===== config.mk =====
export PLATFORM = sky130hd
export DESIGN_NAME = inst_encoder_flat
export DESIGN_NICKNAME = d
export VERILOG_FILES = /design/src/rtl/inst_encoder_pkg.sv /design/src/rtl/inst_encoder_if.sv /design/src/rtl/inst_encoder_pack.sv /design/src/rtl/inst_encoder.sv /design/src/flat_wrapper.sv
export SDC_FILE = /design/constraint.sdc
export NUM_CORES = 1
export LEC_CHECK = 0
export CAP_MARGIN = 40
export CORE_MARGIN = 2
export CORE_UTILIZATION = 48
export CTS_CLUSTER_SIZE = 20
export DETAILED_ROUTE_END_ITERATION = 6
export MAX_ROUTING_LAYER = met4
export PLACE_DENSITY = 0.86
export SYNTH_ARGS = -nofsm -noshare
export SYNTH_HDL_FRONTEND = slang
export SYNTH_SLANG_ARGS = --single-unit

===== constraint.sdc =====
create_clock -name clk -period 3.2 [get_ports clk]
set_input_delay 0.32 -clock clk [delete_from_list [all_inputs] [get_ports clk]]
set_output_delay 0.32 -clock clk [all_outputs]
set_load 0.05 [all_outputs]

===== src/rtl/inst_encoder_pkg.sv =====
// Shared RV32I opcode constants, error codes and loader state for the instruction encoder.
package inst_encoder_pkg;

    localparam logic [6:0] OP_R     = 7'b0110011;
    localparam logic [6:0] OP_I     = 7'b0010011;
    localparam logic [6:0] OP_L     = 7'b0000011;
    localparam logic [6:0] OP_S     = 7'b0100011;
    localparam logic [6:0] OP_B     = 7'b1100011;
    localparam logic [6:0] OP_LUI   = 7'b0110111;
    localparam logic [6:0] OP_AUIPC = 7'b0010111;
    localparam logic [6:0] OP_JAL   = 7'b1101111;
    localparam logic [6:0] OP_JALR  = 7'b1100111;

    typedef enum logic [1:0] {
        ERR_NONE   = 2'b00,
        ERR_OPCODE = 2'b01,
        ERR_RANGE  = 2'b10,
        ERR_ALIGN  = 2'b11
    } err_code_e;

    typedef enum logic {
        ST_RUN  = 1'b0,
        ST_FULL = 1'b1
    } ld_state_e;

    // True when v is the sign-extension of its low 'bits' bits.
    function automatic logic fits_signed(input logic [31:0] v, input int bits);
        logic signed [31:0] ext;
        ext = $signed(v << (32 - bits)) >>> (32 - bits);
        return ext == $signed(v);
    endfunction

endpackage


===== src/rtl/inst_encoder_if.sv =====
// Field-in / word-out bus of the instruction encoder; master drives fields, slave is the encoder.
interface inst_encoder_if
    import inst_encoder_pkg::*;
#(
    parameter int ADDR_W = 10
) ();
    logic              clear;
    logic              in_valid;
    logic              in_ready;
    logic [6:0]        opcode;
    logic [4:0]        rd;
    logic [4:0]        rs1;
    logic [4:0]        rs2;
    logic [2:0]        funct3;
    logic [6:0]        funct7;
    logic [31:0]       imm32;
    logic              out_valid;
    logic              out_ready;
    logic [31:0]       out_inst;
    logic [ADDR_W-1:0] out_addr;
    logic [ADDR_W:0]   count;
    logic              full;
    logic              err;
    err_code_e         err_code;

    modport master (
        output clear, in_valid, opcode, rd, rs1, rs2, funct3, funct7, imm32, out_ready,
        input  in_ready, out_valid, out_inst, out_addr, count, full, err, err_code
    );

    modport slave (
        input  clear, in_valid, opcode, rd, rs1, rs2, funct3, funct7, imm32, out_ready,
        output in_ready, out_valid, out_inst, out_addr, count, full, err, err_code
    );
endinterface


===== src/rtl/inst_encoder_pack.sv =====
// Combinational RV32I packer: decoded fields in, instruction word plus range/alignment verdict out.
module inst_pack
    import inst_encoder_pkg::*;
(
    input  logic [6:0]  opcode,
    input  logic [4:0]  rd,
    input  logic [4:0]  rs1,
    input  logic [4:0]  rs2,
    input  logic [2:0]  funct3,
    input  logic [6:0]  funct7,
    input  logic [31:0] imm32,
    output logic [31:0] inst,
    output logic        err,
    output err_code_e   err_code
);
    logic is_shift;

    assign is_shift = (funct3 == 3'b001) || (funct3 == 3'b101);

    always_comb begin
        inst     = '0;
        err_code = ERR_NONE;
        case (opcode)
            OP_R: inst = {funct7, rs2, rs1, funct3, rd, opcode};
            OP_I: begin
                if (is_shift) begin
                    inst = {funct7, imm32[4:0], rs1, funct3, rd, opcode};
                    if (imm32[31:5] != '0) err_code = ERR_RANGE;
                end else begin
                    inst = {imm32[11:0], rs1, funct3, rd, opcode};
                    if (!fits_signed(imm32, 12)) err_code = ERR_RANGE;
                end
            end
            OP_L: begin
                inst = {imm32[11:0], rs1, funct3, rd, opcode};
                if (!fits_signed(imm32, 12)) err_code = ERR_RANGE;
            end
            OP_JALR: begin
                inst = {imm32[11:0], rs1, 3'b000, rd, opcode};
                if (!fits_signed(imm32, 12)) err_code = ERR_RANGE;
            end
            OP_S: begin
                inst = {imm32[11:5], rs2, rs1, funct3, imm32[4:0], opcode};
                if (!fits_signed(imm32, 12)) err_code = ERR_RANGE;
            end
            // Range is judged before alignment so an odd, out-of-range offset reports range.
            OP_B: begin
                inst = {imm32[12], imm32[10:5], rs2, rs1, funct3, imm32[4:1], imm32[11], opcode};
                if (!fits_signed(imm32, 13)) err_code = ERR_RANGE;
                else if (imm32[0])           err_code = ERR_ALIGN;
            end
            OP_LUI, OP_AUIPC: begin
                inst = {imm32[31:12], rd, opcode};
                if (imm32[11:0] != '0) err_code = ERR_RANGE;
            end
            OP_JAL: begin
                inst = {imm32[20], imm32[10:1], imm32[11], imm32[19:12], rd, opcode};
                if (!fits_signed(imm32, 21)) err_code = ERR_RANGE;
                else if (imm32[0])           err_code = ERR_ALIGN;
            end
            default: err_code = ERR_OPCODE;
        endcase
        err = (err_code != ERR_NONE);
    end
endmodule


===== src/rtl/inst_encoder.sv =====
// Instruction encoder / program loader: packs fields into words and emits them at sequential addresses.
module inst_encoder
    import inst_encoder_pkg::*;
#(
    parameter int ADDR_W    = 10,
    parameter int BASE_ADDR = 0,
    parameter int DEPTH     = 1024
) (
    input  logic           clk,
    input  logic           rst_n,
    inst_encoder_if.slave  bus
);
    localparam logic [ADDR_W:0]   DEPTH_C = (ADDR_W + 1)'(DEPTH);
    localparam logic [ADDR_W-1:0] BASE_C  = ADDR_W'(BASE_ADDR);

    ld_state_e         state_q, state_d;
    logic              out_valid_q, out_valid_d;
    logic [31:0]       out_inst_q, out_inst_d;
    logic [ADDR_W-1:0] out_addr_q, out_addr_d;
    logic [ADDR_W:0]   count_q, count_d;
    logic              err_q, err_d;
    err_code_e         err_code_q, err_code_d;

    logic              full;
    logic              in_ready;
    logic              fire;
    logic              load;
    logic              reject;
    logic [31:0]       pack_inst;
    logic              pack_err;
    err_code_e         pack_code;

    inst_pack u_pack (
        .opcode   (bus.opcode),
        .rd       (bus.rd),
        .rs1      (bus.rs1),
        .rs2      (bus.rs2),
        .funct3   (bus.funct3),
        .funct7   (bus.funct7),
        .imm32    (bus.imm32),
        .inst     (pack_inst),
        .err      (pack_err),
        .err_code (pack_code)
    );

    // clear wins over a same-cycle transfer: the handshake completes but the fields are dropped.
    assign fire   = bus.in_valid && in_ready;
    assign load   = fire && !bus.clear && !pack_err;
    assign reject = fire && !bus.clear && pack_err;

    always_ff @(posedge clk or negedge rst_n) begin
        if (!rst_n) state_q <= ST_RUN;
        else        state_q <= state_d;
    end

    always_comb begin
        state_d = state_q;
        if (bus.clear)
            state_d = ST_RUN;
        else if (state_q == ST_RUN && load && (count_q + 1'b1) == DEPTH_C)
            state_d = ST_FULL;
    end

    always_comb begin
        full     = (state_q == ST_FULL);
        in_ready = !full && (!out_valid_q || bus.out_ready);
    end

    always_comb begin
        out_valid_d = out_valid_q;
        out_inst_d  = out_inst_q;
        out_addr_d  = out_addr_q;
        count_d     = count_q;
        err_d       = reject;
        err_code_d  = err_code_q;
        if (bus.clear) begin
            out_valid_d = 1'b0;
            count_d     = '0;
            err_code_d  = ERR_NONE;
        end else begin
            if (out_valid_q && bus.out_ready) out_valid_d = 1'b0;
            if (load) begin
                out_valid_d = 1'b1;
                out_inst_d  = pack_inst;
                out_addr_d  = BASE_C + count_q[ADDR_W-1:0];
                count_d     = count_q + 1'b1;
            end
            if (reject) err_code_d = pack_code;
        end
    end

    always_ff @(posedge clk or negedge rst_n) begin
        if (!rst_n) begin
            out_valid_q <= 1'b0;
            out_inst_q  <= '0;
            out_addr_q  <= BASE_C;
            count_q     <= '0;
            err_q       <= 1'b0;
            err_code_q  <= ERR_NONE;
        end else begin
            out_valid_q <= out_valid_d;
            out_inst_q  <= out_inst_d;
            out_addr_q  <= out_addr_d;
            count_q     <= count_d;
            err_q       <= err_d;
            err_code_q  <= err_code_d;
        end
    end

    assign bus.in_ready  = in_ready;
    assign bus.out_valid = out_valid_q;
    assign bus.out_inst  = out_inst_q;
    assign bus.out_addr  = out_addr_q;
    assign bus.count     = count_q;
    assign bus.full      = full;
    assign bus.err       = err_q;
    assign bus.err_code  = err_code_q;
endmodule


===== src/flat_wrapper.sv =====
// flat-port wrapper written by rule: the top's interface ports become plain ports
module inst_encoder_flat import inst_encoder_pkg::*;
#(
    parameter int ADDR_W    = 10,
    parameter int BASE_ADDR = 0,
    parameter int DEPTH     = 1024
)
  (clk, rst_n, bus_clear, bus_in_valid, bus_opcode, bus_rd, bus_rs1, bus_rs2, bus_funct3, bus_funct7, bus_imm32, bus_out_ready, bus_in_ready, bus_out_valid, bus_out_inst, bus_out_addr, bus_count, bus_full, bus_err, bus_err_code);
  inst_encoder_if #(.ADDR_W(ADDR_W)) bus_i ();
  input  logic clk;
  input  logic rst_n;
  input wire logic [$bits(bus_i.clear)-1:0] bus_clear;
  input wire logic [$bits(bus_i.in_valid)-1:0] bus_in_valid;
  input wire logic [$bits(bus_i.opcode)-1:0] bus_opcode;
  input wire logic [$bits(bus_i.rd)-1:0] bus_rd;
  input wire logic [$bits(bus_i.rs1)-1:0] bus_rs1;
  input wire logic [$bits(bus_i.rs2)-1:0] bus_rs2;
  input wire logic [$bits(bus_i.funct3)-1:0] bus_funct3;
  input wire logic [$bits(bus_i.funct7)-1:0] bus_funct7;
  input wire logic [$bits(bus_i.imm32)-1:0] bus_imm32;
  input wire logic [$bits(bus_i.out_ready)-1:0] bus_out_ready;
  output wire logic [$bits(bus_i.in_ready)-1:0] bus_in_ready;
  output wire logic [$bits(bus_i.out_valid)-1:0] bus_out_valid;
  output wire logic [$bits(bus_i.out_inst)-1:0] bus_out_inst;
  output wire logic [$bits(bus_i.out_addr)-1:0] bus_out_addr;
  output wire logic [$bits(bus_i.count)-1:0] bus_count;
  output wire logic [$bits(bus_i.full)-1:0] bus_full;
  output wire logic [$bits(bus_i.err)-1:0] bus_err;
  output wire logic [$bits(bus_i.err_code)-1:0] bus_err_code;
  assign bus_i.clear = bus_clear;
  assign bus_i.in_valid = bus_in_valid;
  assign bus_i.opcode = bus_opcode;
  assign bus_i.rd = bus_rd;
  assign bus_i.rs1 = bus_rs1;
  assign bus_i.rs2 = bus_rs2;
  assign bus_i.funct3 = bus_funct3;
  assign bus_i.funct7 = bus_funct7;
  assign bus_i.imm32 = bus_imm32;
  assign bus_i.out_ready = bus_out_ready;
  assign bus_in_ready = bus_i.in_ready;
  assign bus_out_valid = bus_i.out_valid;
  assign bus_out_inst = bus_i.out_inst;
  assign bus_out_addr = bus_i.out_addr;
  assign bus_count = bus_i.count;
  assign bus_full = bus_i.full;
  assign bus_err = bus_i.err;
  assign bus_err_code = bus_i.err_code;
  inst_encoder #(.ADDR_W(ADDR_W), .BASE_ADDR(BASE_ADDR), .DEPTH(DEPTH)) u_core (.clk(clk), .rst_n(rst_n), .bus(bus_i));
endmodule

==> metrics.yaml <==
status: "complete, no violations"
final_area_um2: 5340
crit_fanout: 14
multi_input_comb_area_um2: 1880
avgSynthCellArea_um2: 9.85
placed_area_um2: 5150
slowest_delay_ns: 0.55
crit_buf_inv: 4
synth_warnings: 0
seq_area_frac_synth_pct: 42.1
postLayoutSetupSlackWorst_ns: 0.140
gp_congestion: 0.959
min_period_ns: 3.06
maxSlewHeadroom_pct: 63.0
fillers: 476
cts_buffers: 9
place.port_buffers: 127
synth_top_area_share_pct: 42.1
synth.area.top_cells: "dfrtp_1, mux2_2, nand2_1, a22o_1, nor2_1"
root_buffer: "clkbuf_8"
wl_um: 11700
power.density_nw_per_um2: 360
num_io_pins: 128
cp_common_cell: "buf_4"
crit_slowest_cell: "or4_4"
antenna_found_initial: 0
seq_area_um2: 1450
drv_cap: 0
hold_viol_final: 0
grt_pass1_vias: 3636
initial_core_util_pct: 50.2
slew_viol_final: 0
grt_max_degree: 33
cts.sinks: 58
yosysTopAreaCell: "dfrtp_1"
wl_per_cell_um: 18.7
leakagePower_nw: 2.37
vias: 3639
holdCritPathClass: "input port to asynchronous set/reset pin"
worstMarginPinSlew_ns: 0.553
rows: 30
synthToLayoutAreaGrowth_pct: 54.8
clockBufferDepth: 2
synth_nets: 422
p_int_mw: 1.29
die_y_um: 88.7
grtUsageTotal_pct: 30.5
holdWs_ns: 0.378
grt_pass1_wl_um: 17800
worstSetupStartpointType: "input port"
dp_slack_ns: -0.207
path_delay_family: "buffers and inverters"
ys_ff_latch: 58
htreeDepth: 3
dr.pass1.iters: 5
p_comb_share_pct: 26.3
setup_violations: 0
num-nets-final: 595
clockPowerShare_pct: 32.2
detail-route-antenna-nets: 0
core_um2: 6870
synth_cell_types: 52
synth_ff_type: "dfrtp_1"
drtIter0Drc: 282
cts_tree: "built"
dp_hpwl_um: 8870
ys_async_sr_fraction_pct: 100
seqPwrFrac_pct: 41.5
drive_gt1_share_pct: 21.6
path_class: "input port to flip-flop"
post-cts-setup-buffer-count: 0
grt_overflow: 0
period_share_pct: 95.6
syn-instance-count: 350
worstPathArrival_ns: 3.28
skew_ns: 0.00679
drc: 0
dieArea_um2: 7870
peakVddDrop_mv: 0.295
max_freq_mhz: 327
net-switching-power_mw: 0.636
clkTransAtPathRegs_ns: 0.08
switching_share_pct: 33.1
syn_area_um2: 3450
dieWidth_um: 88.7
setup_tns_ns: 0
via_per_inst: 5.83
rsz0062_at_grt: "yes"
synth_edf_count: 0
cp.required_ns: 3.42
clock_latency_ns: 0.34
antenna-diode-count: 0
path_cells: "clkdlybuf4s50_1, or4_4, nor4_4, buf_4, a31oi_1, a221o_1, buf_4, nor4_4, buf_4, mux2_2"
end_kind: "flip-flop"
==> layout by cell type, fill, tap and decap left out, types with 9 or more instances in the layout <==
| master | instances |
|---|---|
| buf_4 | 47 |
| o21ai_0 | 9 |
| inv_1 | 14 |
| mux2_2 | 36 |
| clkdlybuf4s50_1 | 126 |
| a22o_1 | 13 |
| nor2_1 | 25 |
| nand3_1 | 17 |
| nand2_1 | 43 |
| nand4_1 | 9 |
| dfrtp_1 | 58 |
| clkbuf_8 | 10 |
| mux2i_1 | 9 |
==> final cells by class <==
type	count	area share (%)
clock buffers	11	2.65
clock inverters	5	0.563
inverters	15	1.05
multi-input cells	262	35.2
flip-flops and latches	58	27.2
well taps	96	2.25
repair buffers	177	31.1
==> sequential cells by signal, summed over array words and instances, names as in the netlist <==
signal,flops
u_core.bus.out_addr,10
u_core.bus.out_inst,32
u_core.bus.err,1
u_core.bus.count,11
u_core.bus.out_valid,1
u_core.bus.err_code,2
u_core.bus.full,1
==> Yosys cell counts, types with 4 or more instances <==
master and number:
a21oi_1 6, a222oi_1 7, a22o_1 13, a22oi_1 5, buf_2 4, clkbuf_1 9, dfrtp_1 58, inv_1 14
mux2_2 36, mux2_4 5, mux2i_1 9, nand2_1 43, nand3_1 17, nand4_1 9, nor2_1 25, nor2b_1 8
nor3_1 7, nor4_1 8, o21ai_0 9, or4_1 5
==> final timing paths <==
| path | startpoint | to | slack (ns) | cells after the start |
|---|---|---|---|---|
| max in group asynchronous | rst_n | u_core.bus.out_addr[3]$_DFFE_PN0P_ | 2.30 | 3 |
| hold / removal | rst_n | u_core.bus.out_inst[19]$_DFFE_PN0P_ | 0.38 | 2 |
| setup / recovery | bus_imm32[28] | u_core.bus.out_inst[24]$_DFFE_PN0P_ | 0.14 | 10 |
| min in group clk | u_core.bus.out_inst[0]$_DFFE_PN0P_ | u_core.bus.out_inst[0]$_DFFE_PN0P_ | 0.47 | 1 |
| hold reg to reg | u_core.bus.out_inst[0]$_DFFE_PN0P_ | u_core.bus.out_inst[0]$_DFFE_PN0P_ | 0.47 | 1 |
| setup reg to reg | u_core.bus.full$_DFFE_PN0P_ | u_core.bus.out_addr[6]$_DFFE_PN0P_ | 0.84 | 6 |
==> power by group through the flow <==
stage	logic, mW	registers, mW	clock network, mW
after floorplan	0.0891	0.961	0
after global placement	0.489	0.810	0
after detailed placement	0.500	0.812	0
after CTS	0.504	0.798	0.622
after global routing	0.533	0.803	0.646
final	0.506	0.798	0.618
==> layer usage <==
layer	routed length [µm]	track usage (%)
met3	1030	7.56
met4	284	9.78
met2	5590	48.9
met5	0	-
met1	4750	37.8
==> metrics by stage <==
stage                     cells  power [mW]  util, %
after global routing        624        1.98     77.7
after floorplan             350        1.05        -
after detailed placement    607        1.31     74.9
after global placement      606        1.30     74.6
after CTS                   624        1.93     77.6
final                       624        1.92     77.7
==> what timing repair did <==
action	CTS	global route
endpoints found under the hold margin	8	0
setup endpoints to repair	0	5
resized for setup	0	2
hold buffers	1	0
==> kinds of logic after synthesis <==
kind of cell               count (synthesis)  share of synthesized area, %
buffers and inverters                     30                          3.85
AOI/OAI and AO/OA                         60                          13.3
and+or+nand+nor                          145                          22.1
muxes                                     50                          16.6
DFF                                       58                          42.1
xor gates and xnor gates                   4                          1.02
adders and majority gates                  3                          1.09
Power figures use the tool's default switching activity.
